**config.mk**
```make
export PLATFORM = sky130hd
export DESIGN_NAME = uart_rx_fifo_ctrl_flat
export DESIGN_NICKNAME = d
export VERILOG_FILES = /design/src/rtl/uart_rx_fifo_ctrl_if.sv /design/src/rtl/uart_rx_fifo_ctrl.sv /design/src/flat_wrapper.sv
export SDC_FILE = /design/constraint.sdc
export NUM_CORES = 1
export LEC_CHECK = 0
export ABC_CLOCK_PERIOD_IN_PS = 2400
export CORE_MARGIN = 1.5
export CORE_UTILIZATION = 40
export DETAILED_ROUTE_END_ITERATION = 10
export PLACE_DENSITY_LB_ADDON = 0.12
export SLEW_MARGIN = 20
export SYNTH_ARGS = -nofsm -noshare
export SYNTH_HDL_FRONTEND = slang
export SYNTH_SLANG_ARGS = --single-unit
```
**constraint.sdc**
```tcl
create_clock -name clk -period 2.4 [get_ports clk]
set_input_delay 0.24 -clock clk [delete_from_list [all_inputs] [get_ports clk]]
set_output_delay 0.24 -clock clk [all_outputs]
set_load 0.01 [all_outputs]
```
**src/rtl/uart_rx_fifo_ctrl_if.sv**
```systemverilog
// -----------------------------------------------------------------------------
// uart_rx_fifo_ctrl_if
// Groups every non-clock/reset signal of uart_rx_fifo_ctrl.
//   UART receiver side : rx_fifo_wen, rx_fifo_wa[8:0], rx_fifo_wd[7:0],
//                        rx_fifo_full, rx_fifo_full_ack
//   RAM port (512x8)   : mem_en, mem_we, mem_addr[8:0], mem_wdata[7:0],
//                        mem_rdata[7:0]
//   Consumer side      : rd_req, rd_valid, rd_data[7:0], rd_err
//   Status / control   : count[9:0], empty, overflow, sw_ack
// modport slave  : the controller itself
// modport master : the environment (UART, RAM, consumer, software)
// -----------------------------------------------------------------------------
interface uart_rx_fifo_ctrl_if;
    logic       rx_fifo_wen;
    logic [8:0] rx_fifo_wa;
    logic [7:0] rx_fifo_wd;
    logic       rx_fifo_full;
    logic       rx_fifo_full_ack;
    logic       mem_en;
    logic       mem_we;
    logic [8:0] mem_addr;
    logic [7:0] mem_wdata;
    logic [7:0] mem_rdata;
    logic       rd_req;
    logic       rd_valid;
    logic [7:0] rd_data;
    logic       rd_err;
    logic [9:0] count;
    logic       empty;
    logic       overflow;
    logic       sw_ack;

    modport slave (
        input  rx_fifo_wen, rx_fifo_wa, rx_fifo_wd, rx_fifo_full,
        input  mem_rdata, rd_req, sw_ack,
        output rx_fifo_full_ack, mem_en, mem_we, mem_addr, mem_wdata,
        output rd_valid, rd_data, rd_err, count, empty, overflow
    );

    modport master (
        output rx_fifo_wen, rx_fifo_wa, rx_fifo_wd, rx_fifo_full,
        output mem_rdata, rd_req, sw_ack,
        input  rx_fifo_full_ack, mem_en, mem_we, mem_addr, mem_wdata,
        input  rd_valid, rd_data, rd_err, count, empty, overflow
    );
endinterface

```
**src/rtl/uart_rx_fifo_ctrl.sv**
```systemverilog
// -----------------------------------------------------------------------------
// uart_rx_fifo_ctrl
// Turns a UART receive buffer held in a single-port 512x8 RAM into a FIFO
// for a byte consumer. The UART writes by address; this block reads back in
// order, arbitrates the shared RAM port (writes always win), tracks the fill
// level and acknowledges the UART's full flag once everything has been read.
//
// Ports
//   clk      : system clock, all logic on posedge
//   reset_n  : asynchronous active-low reset
//   bus      : uart_rx_fifo_ctrl_if.slave (UART, RAM, consumer, status)
// Parameter
//   AUTO_ACK : 1 = acknowledge the drained full buffer automatically,
//              0 = wait for sw_ack
//
// state     | meaning
// ----------+------------------------------------------------------------
// IDLE      | port free for reads; grants reads, reports empty reads,
//           | detects the drain condition
// READ_WAIT | RAM read in flight; capture mem_rdata, pulse rd_valid
// ACK       | one-cycle rx_fifo_full_ack; rewind rd_ptr, clear overflow
// -----------------------------------------------------------------------------
module uart_rx_fifo_ctrl #(
    parameter bit AUTO_ACK = 1'b1
) (
    input  logic                  clk,
    input  logic                  reset_n,
    uart_rx_fifo_ctrl_if.slave    bus
);

    typedef enum logic [1:0] {
        IDLE      = 2'd0,
        READ_WAIT = 2'd1,
        ACK       = 2'd2
    } state_t;

    state_t     state_q,    state_d;
    logic [8:0] rd_ptr_q,   rd_ptr_d;
    logic [9:0] count_q,    count_d;
    logic       pend_q,     pend_d;
    logic [7:0] rd_data_q,  rd_data_d;
    logic       rd_valid_q, rd_valid_d;
    logic       rd_err_q,   rd_err_d;
    logic       overflow_q, overflow_d;
    logic       full_ack_q, full_ack_d;

    logic fifo_full;
    logic wr_acc;
    logic rd_grant;
    logic drain;

    assign fifo_full = (count_q == 10'd512);
    assign wr_acc    = bus.rx_fifo_wen && !fifo_full;

    // Any write strobe (even a dropped one) keeps the port away from reads.
    assign rd_grant  = (state_q == IDLE) && !bus.rx_fifo_wen
                     && (bus.rd_req || pend_q) && (count_q != 10'd0);

    assign drain     = (state_q == IDLE) && bus.rx_fifo_full
                     && (count_q == 10'd0) && !pend_q
                     && (AUTO_ACK || bus.sw_ack);

    // RAM port: combinational, gated off entirely while in reset.
    always_comb begin
        bus.mem_en    = 1'b0;
        bus.mem_we    = 1'b0;
        bus.mem_addr  = rd_ptr_q;
        bus.mem_wdata = bus.rx_fifo_wd;
        if (reset_n) begin
            if (bus.rx_fifo_wen) begin
                bus.mem_addr = bus.rx_fifo_wa;
                bus.mem_en   = wr_acc;
                bus.mem_we   = wr_acc;
            end else if (rd_grant) begin
                bus.mem_en   = 1'b1;
            end
        end
    end

    always_comb begin
        state_d    = state_q;
        rd_ptr_d   = rd_ptr_q;
        count_d    = count_q;
        pend_d     = pend_q;
        rd_data_d  = rd_data_q;
        rd_valid_d = 1'b0;
        rd_err_d   = 1'b0;
        overflow_d = overflow_q;
        full_ack_d = 1'b0;

        if (wr_acc) begin
            count_d = count_q + 10'd1;
        end
        if (bus.rx_fifo_wen && fifo_full) begin
            overflow_d = 1'b1;
        end

        case (state_q)
            IDLE: begin
                if (rd_grant) begin
                    rd_ptr_d = rd_ptr_q + 9'd1;
                    count_d  = count_q - 10'd1;
                    pend_d   = 1'b0;
                    state_d  = READ_WAIT;
                end else if (bus.rd_req) begin
                    // Empty with nothing queued: reject. Otherwise the read is
                    // blocked by a write (or merges with one already queued).
                    if ((count_q == 10'd0) && !pend_q) begin
                        rd_err_d = 1'b1;
                    end else begin
                        pend_d = 1'b1;
                    end
                end
                // drain needs count==0, so it never coincides with a grant
                if (drain) begin
                    state_d    = ACK;
                    full_ack_d = 1'b1;
                end
            end
            READ_WAIT: begin
                rd_data_d  = bus.mem_rdata;
                rd_valid_d = 1'b1;
                state_d    = IDLE;
                if (bus.rd_req) begin
                    pend_d = 1'b1;
                end
            end
            ACK: begin
                rd_ptr_d   = 9'd0;
                overflow_d = 1'b0;
                state_d    = IDLE;
                if (bus.rd_req) begin
                    pend_d = 1'b1;
                end
            end
            default: begin
                state_d = IDLE;
            end
        endcase
    end

    always_ff @(posedge clk or negedge reset_n) begin
        if (!reset_n) begin
            state_q    <= IDLE;
            rd_ptr_q   <= 9'd0;
            count_q    <= 10'd0;
            pend_q     <= 1'b0;
            rd_data_q  <= 8'd0;
            rd_valid_q <= 1'b0;
            rd_err_q   <= 1'b0;
            overflow_q <= 1'b0;
            full_ack_q <= 1'b0;
        end else begin
            state_q    <= state_d;
            rd_ptr_q   <= rd_ptr_d;
            count_q    <= count_d;
            pend_q     <= pend_d;
            rd_data_q  <= rd_data_d;
            rd_valid_q <= rd_valid_d;
            rd_err_q   <= rd_err_d;
            overflow_q <= overflow_d;
            full_ack_q <= full_ack_d;
        end
    end

    assign bus.rx_fifo_full_ack = full_ack_q;
    assign bus.rd_valid         = rd_valid_q;
    assign bus.rd_data          = rd_data_q;
    assign bus.rd_err           = rd_err_q;
    assign bus.count            = count_q;
    assign bus.empty            = (count_q == 10'd0);
    assign bus.overflow         = overflow_q;

endmodule
```
**src/flat_wrapper.sv**
```systemverilog
// flat-port wrapper written by rule: the top's interface ports become plain ports
module uart_rx_fifo_ctrl_flat 
#(
    parameter bit AUTO_ACK = 1'b1
)
  (clk, reset_n, bus_rx_fifo_wen, bus_rx_fifo_wa, bus_rx_fifo_wd, bus_rx_fifo_full, bus_mem_rdata, bus_rd_req, bus_sw_ack, bus_rx_fifo_full_ack, bus_mem_en, bus_mem_we, bus_mem_addr, bus_mem_wdata, bus_rd_valid, bus_rd_data, bus_rd_err, bus_count, bus_empty, bus_overflow);
  uart_rx_fifo_ctrl_if bus_i ();
  input  logic clk;
  input  logic reset_n;
  input wire logic [$bits(bus_i.rx_fifo_wen)-1:0] bus_rx_fifo_wen;
  input wire logic [$bits(bus_i.rx_fifo_wa)-1:0] bus_rx_fifo_wa;
  input wire logic [$bits(bus_i.rx_fifo_wd)-1:0] bus_rx_fifo_wd;
  input wire logic [$bits(bus_i.rx_fifo_full)-1:0] bus_rx_fifo_full;
  input wire logic [$bits(bus_i.mem_rdata)-1:0] bus_mem_rdata;
  input wire logic [$bits(bus_i.rd_req)-1:0] bus_rd_req;
  input wire logic [$bits(bus_i.sw_ack)-1:0] bus_sw_ack;
  output wire logic [$bits(bus_i.rx_fifo_full_ack)-1:0] bus_rx_fifo_full_ack;
  output wire logic [$bits(bus_i.mem_en)-1:0] bus_mem_en;
  output wire logic [$bits(bus_i.mem_we)-1:0] bus_mem_we;
  output wire logic [$bits(bus_i.mem_addr)-1:0] bus_mem_addr;
  output wire logic [$bits(bus_i.mem_wdata)-1:0] bus_mem_wdata;
  output wire logic [$bits(bus_i.rd_valid)-1:0] bus_rd_valid;
  output wire logic [$bits(bus_i.rd_data)-1:0] bus_rd_data;
  output wire logic [$bits(bus_i.rd_err)-1:0] bus_rd_err;
  output wire logic [$bits(bus_i.count)-1:0] bus_count;
  output wire logic [$bits(bus_i.empty)-1:0] bus_empty;
  output wire logic [$bits(bus_i.overflow)-1:0] bus_overflow;
  assign bus_i.rx_fifo_wen = bus_rx_fifo_wen;
  assign bus_i.rx_fifo_wa = bus_rx_fifo_wa;
  assign bus_i.rx_fifo_wd = bus_rx_fifo_wd;
  assign bus_i.rx_fifo_full = bus_rx_fifo_full;
  assign bus_i.mem_rdata = bus_mem_rdata;
  assign bus_i.rd_req = bus_rd_req;
  assign bus_i.sw_ack = bus_sw_ack;
  assign bus_rx_fifo_full_ack = bus_i.rx_fifo_full_ack;
  assign bus_mem_en = bus_i.mem_en;
  assign bus_mem_we = bus_i.mem_we;
  assign bus_mem_addr = bus_i.mem_addr;
  assign bus_mem_wdata = bus_i.mem_wdata;
  assign bus_rd_valid = bus_i.rd_valid;
  assign bus_rd_data = bus_i.rd_data;
  assign bus_rd_err = bus_i.rd_err;
  assign bus_count = bus_i.count;
  assign bus_empty = bus_i.empty;
  assign bus_overflow = bus_i.overflow;
  uart_rx_fifo_ctrl #(.AUTO_ACK(AUTO_ACK)) u_core (.clk(clk), .reset_n(reset_n), .bus(bus_i));
endmodule
```
==> results.toml, run 1 <==
[cells_and_area]
nets = 296
filler_cell_count = 434
antenna_cells = 0
sequential_cell_area_um2 = 852.1
final_layout_size_suffix_gt1_share_pct = 20.85
multi_input_area_mm2 = 0.001060
area_growth_pct = 37.92

[power_and_ir_drop]
power.combinational.fraction_pct = 49.0
p_seq_share_pct = 33.6
power.static_leakage_nw = 1.142
power.share.switching_pct = 37.32
internal_power_mw = 1.934
p_clk_share_pct = 17.4
p_sw_mw = 1.152
power_density_over_the_cells_mw_per_mm2 = 1105
worst_ir_drop_vdd_mv = 0.5643

[grt]
grt-ovfl-total = 0
grt_antenna_before_repair = 0
grt_start_max_net_pins = 35
first_pass_grt_wire_length_um = 7555
number_of_global_route_vias_before_repair = 1546
globalRouteTotalUtil_pct = 18.05

[yosys]
yosysTopAreaCell = "sky130_fd_sc_hd__dfrtp_1"
yosys_warnings = 0
synth_commonest_cells = "34 x sky130_fd_sc_hd__dfrtp_1, 17 x sky130_fd_sc_hd__mux2_2, 16 x sky130_fd_sc_hd__nor2_1"
synth.top_cells.by_area = "sky130_fd_sc_hd__dfrtp_1 42%, sky130_fd_sc_hd__mux2_2 9.5%, sky130_fd_sc_hd__ha_1 4.3%"
synth_cells = 197
post_synth_num_cell_types = 41
netlist.area_leader.share_pct = 42.00
ys.flop_type = "sky130_fd_sc_hd__dfrtp_1"
synthArstFlopShare_pct = 100.0
ys_ff_latch = 34
synth-edff-count = 0
synth_sequential_area_ratio_pct = 42.00
syn-num-nets = 235
post_synthesis_cell_area_mm2 = 0.002026
synth.avg_cell_area_um2 = 10.28
post-synth-top-count-cell = "sky130_fd_sc_hd__dfrtp_1"

[die]
rows = 25
pin_count = 73
fp.dieArea_mm2 = 0.005500
core_region_area_mm2 = 0.004786
die_width_um = 74.17
fp.dieH_um = 74.17
floorplan.initialDensity_pct = 42.33

[critical_path]
timing.reg2reg.worst_path_depth = 8
arrival_ps = 2010
setup.worst_path.class = "flip-flop to primary output"
worst-path-stages = 5
path_delay_family = "simple AND/OR/NAND/NOR gates"
worstSetupEndpointType = "primary output"
standard_cell_with_the_maximum_stage_delay_on_the_critical_path = "sky130_fd_sc_hd__clkdlybuf4s50_1"
cp_num_buf_inv = 2
critPathRequiredTime_ps = 2160
worst_path_max_stage_delay_ps = 470
cp_max_fo = 4
cp_cell_sequence = "nor4_4 > nand4_1 > inv_1 > nor2_1 > clkdlybuf4s50_1"
startpoint_of_the_worst_register_to_register_path = "u_core.bus.count[1]$_DFF_PN0_"
critPathLaunchType = "flip-flop"
startpoint = "u_core.bus.count[2]$_DFF_PN0_"

[route]
detailroute.via_count = 1669
drt_first_iter_violations = 103
drtPass1Iterations = 4
vias_per_cell = 5.120
antenna_left = 0
routedWlPerCell_um = 14.21
drt-total-wl_um = 4631
remaining_drc_errors = 0

[sta]
drv_slew = 0
max_freq_mhz = 444.5
worst_pin_slew_ps = 494.1
timing.hold.ws_ps = 480.0
fin_skew_ps = 8.834
timing.slew.headroom_pct = 67.06
fin_setup_tns_ps = 0
hold_viol_final = 0
rsz_0062_raised_after_global_routing = "false"
fin_crit_ps = 2250
final.period_utilization_pct = 93.74
setup-violations-final = 0

[clock_tree]
path_clk_slew_ps = 80
numClockSinks = 34
clock_insertion_delay_worst_skew_ps = 290
tritoncts.num_buffers = 5
cts.path.max_buffers = 2
htree_levels = 2
cts-hold-fix-buffers = 0
cts_tree = "yes"
clockRootBuffer = "sky130_fd_sc_hd__clkbuf_8"

[placed_design]
place_congestion = 0.7789
io_buffers = 55
place.detailed.hpwl_um = 3343

[worst_hold_path]
worstHoldPathType = "input port to primary output"
hold_depth = 0
holdCritStartpoint = "bus_rx_fifo_wd[2]"

[status]
outcome = "finished, final reports clean"

[job]
drv_cap = 0
## layout by cell type, fill, tap and decap left out, types with 7 or more instances in the layout
| cell | n |
|---|---|
| sky130_fd_sc_hd__buf_4 | 13 |
| sky130_fd_sc_hd__inv_1 | 7 |
| sky130_fd_sc_hd__nand3_1 | 14 |
| sky130_fd_sc_hd__o21ai_0 | 9 |
| sky130_fd_sc_hd__clkdlybuf4s50_1 | 53 |
| sky130_fd_sc_hd__nor2_1 | 16 |
| sky130_fd_sc_hd__mux2_2 | 17 |
| sky130_fd_sc_hd__dfrtp_1 | 33 |
| sky130_fd_sc_hd__xnor2_1 | 8 |
| sky130_fd_sc_hd__nand2_1 | 12 |
## cell families (layout without fill, tap and decap cells)
| group | Yosys count | in the layout | share of synthesized area [%] |
|---|---|---|---|
| AO/OA/AOI/OAI | 34 | 34 | 10.62 |
| XOR/XNOR | 11 | 11 | 4.756 |
| adder cells (fa/ha/maj) | 7 | 7 | 4.323 |
| buffers and inverters | 23 | 85 | 7.165 |
| flip-flops | 34 | 34 | 42.00 |
| multiplexers | 17 | 17 | 9.450 |
| AND/OR/NAND/NOR | 71 | 71 | 21.68 |
## timing repair
action	in CTS	in global routing
buffers inserted	0	0
endpoints found under the setup margin	2	1
gates resized for setup	8	1
## state kept, by name, summed over array words and instances (netlist names)
signal / count
u_core.state_q: 2
u_core.bus.rd_err: 1
u_core.bus.rx_fifo_full_ack: 1
u_core.pend_q: 1
u_core.rd_ptr_q: 9
u_core.bus.overflow: 1
u_core.bus.rd_valid: 1
u_core.bus.rd_data: 8
u_core.bus.count: 10
## per-stage QoR
step	cell area (um^2)	std cells	utilization [%]	setup WS, ps	power, mW
floorplan	2026	197	-	526.6	1.842
global placement	2651	318	55.40	163.3	2.478
detailed placement	2651	318	55.40	166.9	2.502
CTS	2788	326	58.25	139.9	3.097
global route	2794	326	58.38	6.881	3.297
finish	2794	326	58.38	150.3	3.086
## power by group through the flow
stage	Combinational, mW	Sequential [mW]	Clock, mW
2_1_floorplan	0.775	1.07	0
3_3_place_gp	1.46	1.02	0
3_5_place_dp	1.48	1.02	0
4_1_cts	1.52	1.03	0.549
5_1_grt	1.64	1.07	0.580
6_report	1.51	1.04	0.538
## path summary, 6_finish.rpt
| check | end | slack [ps] |
|---|---|---|
| min in group asynchronous | u_core.bus.count[0]$_DFF_PN0_ | 500 |
| worst max-delay path | bus_mem_we | 150 |
| worst min register to register | u_core.bus.rd_data[2]$_DFFE_PN0P_ | 510 |
| max in group asynchronous | u_core.bus.rd_data[7]$_DFFE_PN0P_ | 1580 |
| worst min-delay path | bus_mem_wdata[2] | 480 |
| worst max register to register | u_core.rd_ptr_q[4]$_DFFE_PN0P_ | 370 |
## area by class of cell
class | instances | share of cell area (%)
tap | 67 | 3.000
inverter | 9 | 1.388
clock inverter | 3 | 1.612
clock buffer | 5 | 2.463
timing repair buffer | 68 | 23.11
multi-input combinational | 140 | 37.93
sequential | 34 | 30.50
## layer usage
layer | track usage, % | vias to the layer above | part of all wire [%]
met5 | 0 | - | 0
met4 | 8.642 | 0 | 2.4
met3 | 3.388 | 17 | 6.9
met2 | 25.60 | 73 | 43
met1 | 26.39 | 763 | 48
li1 | - | 816 | -
Note: power is estimated with default switching activity, not from simulation.
==> inputs of run 2 (changes only) <==
--- a/config.mk
+++ b/config.mk
@@ -5,11 +5,11 @@
 export SDC_FILE = /design/constraint.sdc
 export NUM_CORES = 1
 export LEC_CHECK = 0
-export ABC_CLOCK_PERIOD_IN_PS = 2400
+export ABC_CLOCK_PERIOD_IN_PS = 1900
 export CORE_MARGIN = 1.5
 export CORE_UTILIZATION = 40
 export DETAILED_ROUTE_END_ITERATION = 10
-export PLACE_DENSITY_LB_ADDON = 0.12
+export PLACE_DENSITY = 0.76
 export SLEW_MARGIN = 20
 export SYNTH_ARGS = -nofsm -noshare
 export SYNTH_HDL_FRONTEND = slang
==> constraint.sdc (replaced) <==
create_clock -name clk -period 1.9 [get_ports clk]
set_input_delay 0.19 -clock clk [delete_from_list [all_inputs] [get_ports clk]]
set_output_delay 0.19 -clock clk [all_outputs]
set_load 0.01 [all_outputs]
==> run 2 against run 1 <==
Compared with the run above: sequential share of layout area fell by 2.1 points; first-iteration DRC count fell by 4.9%; power rose by 33%; sequential cell count did not move; final area rose by 7.3%; worst setup slack got worse by 120 ps; non-clock buffer count rose by 28; clock skew rose by 1.8 ps; critical path type unchanged; largest power group unchanged; highest routed layer unchanged.
==> results.toml, run 2 (synthesis results as in run 1) <==
[placed_design]
io_buffers = 55
place.detailed.hpwl_um = 3588
place_congestion = 0.8160
post-place-cells = 342
post-place-ws_ps = -178.0
postPlaceCellArea_mm2 = 0.002844

[die]
die_width_um = 74.17
pin_count = 73
rows = 25
core_region_area_mm2 = 0.004786
floorplan.initialDensity_pct = 42.33
fp.dieArea_mm2 = 0.005500
fp.dieH_um = 74.17

[critical_path]
worstSetupEndpointType = "primary output"
cp_num_buf_inv = 2
path_delay_family = "simple AND/OR/NAND/NOR gates"
worst_path_max_stage_delay_ps = 400
arrival_ps = 1680
startpoint_of_the_worst_register_to_register_path = "u_core.bus.count[0]$_DFF_PN0_"
timing.reg2reg.worst_path_depth = 10
startpoint = "u_core.bus.count[2]$_DFF_PN0_"
worstReg2RegEnd = "u_core.rd_ptr_q[8]$_DFFE_PN0P_"
worst-path-stages = 6
standard_cell_with_the_maximum_stage_delay_on_the_critical_path = "sky130_fd_sc_hd__dfrtp_1"
cp_max_fo = 3
r2r_slack_ps = 80
critPathLaunchType = "flip-flop"
critPathRequiredTime_ps = 1710
cp_cell_sequence = "nor4_2 > buf_4 > nand4_1 > a21oi_2 > nor2b_1 > clkbuf_2"
setup.worst_path.class = "flip-flop to primary output"
timing.critical_path.to = "bus_mem_en"

[grt]
grtUsageMet1_pct = 24.32
grt_most_used_layer = "met2"
globalRouteTotalUtil_pct = 19.07
grt-ovfl-total = 0
grt.met2_usage_pct = 29.46
grt_start_max_net_pins = 35
grt_antenna_before_repair = 0
global_route.usage.met3_pct = 5.691
number_of_global_route_vias_before_repair = 1787
first_pass_grt_wire_length_um = 7969

[cells_and_area]
final_common_cell = "sky130_fd_sc_hd__clkdlybuf4s50_1"
antenna_cells = 0
final_cell_mix = "43 x sky130_fd_sc_hd__clkdlybuf4s50_1, 40 x sky130_fd_sc_hd__buf_4, 34 x sky130_fd_sc_hd__dfrtp_1"
filler_cell_count = 401
final_area_mm2 = 0.002998
layoutNonFillerInstCount = 354
area_growth_pct = 47.99
final_layout_size_suffix_gt1_share_pct = 30.66
nets = 324
largest_reg_flops = 10

[sta]
hold_viol_final = 0
final.period_utilization_pct = 98.16
timing.slew.headroom_pct = 70.46
fin_crit_ps = 1865
setup-violations-final = 0
max_freq_mhz = 536.2
drv_slew = 0
fin_skew_ps = 10.65
worst_pin_slew_ps = 443.0
timing.hold.ws_ps = 380.0
rsz_0062_raised_after_global_routing = "true"
layout_setup_ws_ps = 34.93

[clock_tree]
path_clk_slew_ps = 70
tritoncts.num_buffers = 5
clockRootBuffer = "sky130_fd_sc_hd__clkbuf_8"
cts.path.max_buffers = 2
clock_insertion_delay_worst_skew_ps = 290
htree_levels = 2
numClockSinks = 34
cts_tree = "yes"

[worst_hold_path]
worstHoldPathType = "input port to primary output"

[power_and_ir_drop]
p_clk_share_pct = 15.9
power.combinational.fraction_pct = 54.6
internal_power_mw = 2.620
power_density_over_the_cells_mw_per_mm2 = 1369
p_seq_share_pct = 29.5
power.share.switching_pct = 36.17
power.static_leakage_nw = 1.317
worst_ir_drop_vdd_mv = 0.8377
finalPower_mw = 4.104
p_sw_mw = 1.484

[route]
routedWlPerCell_um = 13.72
drtPass1Iterations = 4
detailroute.via_count = 1812
antenna_left = 0
drt_first_iter_violations = 98
remaining_drc_errors = 0
drt-total-wl_um = 4856
vias_per_cell = 5.119

[status]
outcome = "finished, final reports clean"

[job]
drv_cap = 0
## run 2: cell types whose count changed in the layout (fill, tap and decap cells not counted), sizes merged
cell	before	now
clkbuf	5	8
clkinvlp	2	0
clkinv	1	3
dlygate4sd2	2	9
buf	13	41
clkdlybuf4s50	53	43
## run 2: area by class of cell
class	instances	area, um^2	area share (%)
clock buffer	5	68.82	2.295
multi-input combinational	140	1071	35.73
clock inverter	3	40.04	1.336
tap	67	83.83	2.796
timing repair buffer	96	844.6	28.17
sequential	34	850.8	28.38
inverter	9	38.79	1.294
## run 2: timing repair
action | CTS | global route
buffers inserted | 2 | 2
endpoints found under the setup margin | 13 | 15
resized for setup | 18 | 13
hold buffers | 0 | 0
pin swaps | 2 | 5
## run 2: power by group through the flow
stage	registers, mW	clock network [mW]	logic (mW)
floorplan	1.35	0	0.979
global placement	1.20	0	2.12
detailed placement	1.22	0	2.17
CTS	1.21	0.680	2.20
global route	1.25	0.710	2.43
finish	1.21	0.653	2.24
## run 2: per-layer routing
metal  vias up  wire (um)  share of wire, %
met2        49       2284                47
li1        868          -                 -
met5         -          0                 0
met4         0         78               1.6
met1       889       2200                45
met3         6        292               6.0
## run 2: worst register-to-register path: cells and delay by family (launching register included)
family          cells  cell delay [ps]
fa+ha+maj           1              220
xor+xnor            1              140
compound gates      1               70
flops               1              350
simple gates        3              490
buf+inv             4              420
## run 2: worst min path at each step
stage | to | slack, ps | startpoint | cells past startpoint
finish | bus_mem_wdata[0] | 380 | bus_rx_fifo_wd[0] | 0
global route | bus_mem_wdata[0] | 380 | bus_rx_fifo_wd[0] | 0
CTS | bus_mem_wdata[1] | 380 | bus_rx_fifo_wd[1] | 0
detailed placement | bus_mem_wdata[1] | 380 | bus_rx_fifo_wd[1] | 0
global placement | bus_mem_wdata[1] | 380 | bus_rx_fifo_wd[1] | 0
floorplan | u_core.bus.count[0]$_DFF_PN0_ | -110 | reset_n | 0
## run 2: stage by stage
step | util (%) | setup TNS [ps]
floorplan | - | 0
global placement | 59.42 | -1524
detailed placement | 59.42 | -1574
CTS | 62.04 | -137.4
global route | 62.64 | -176.6
finish | 62.64 | 0
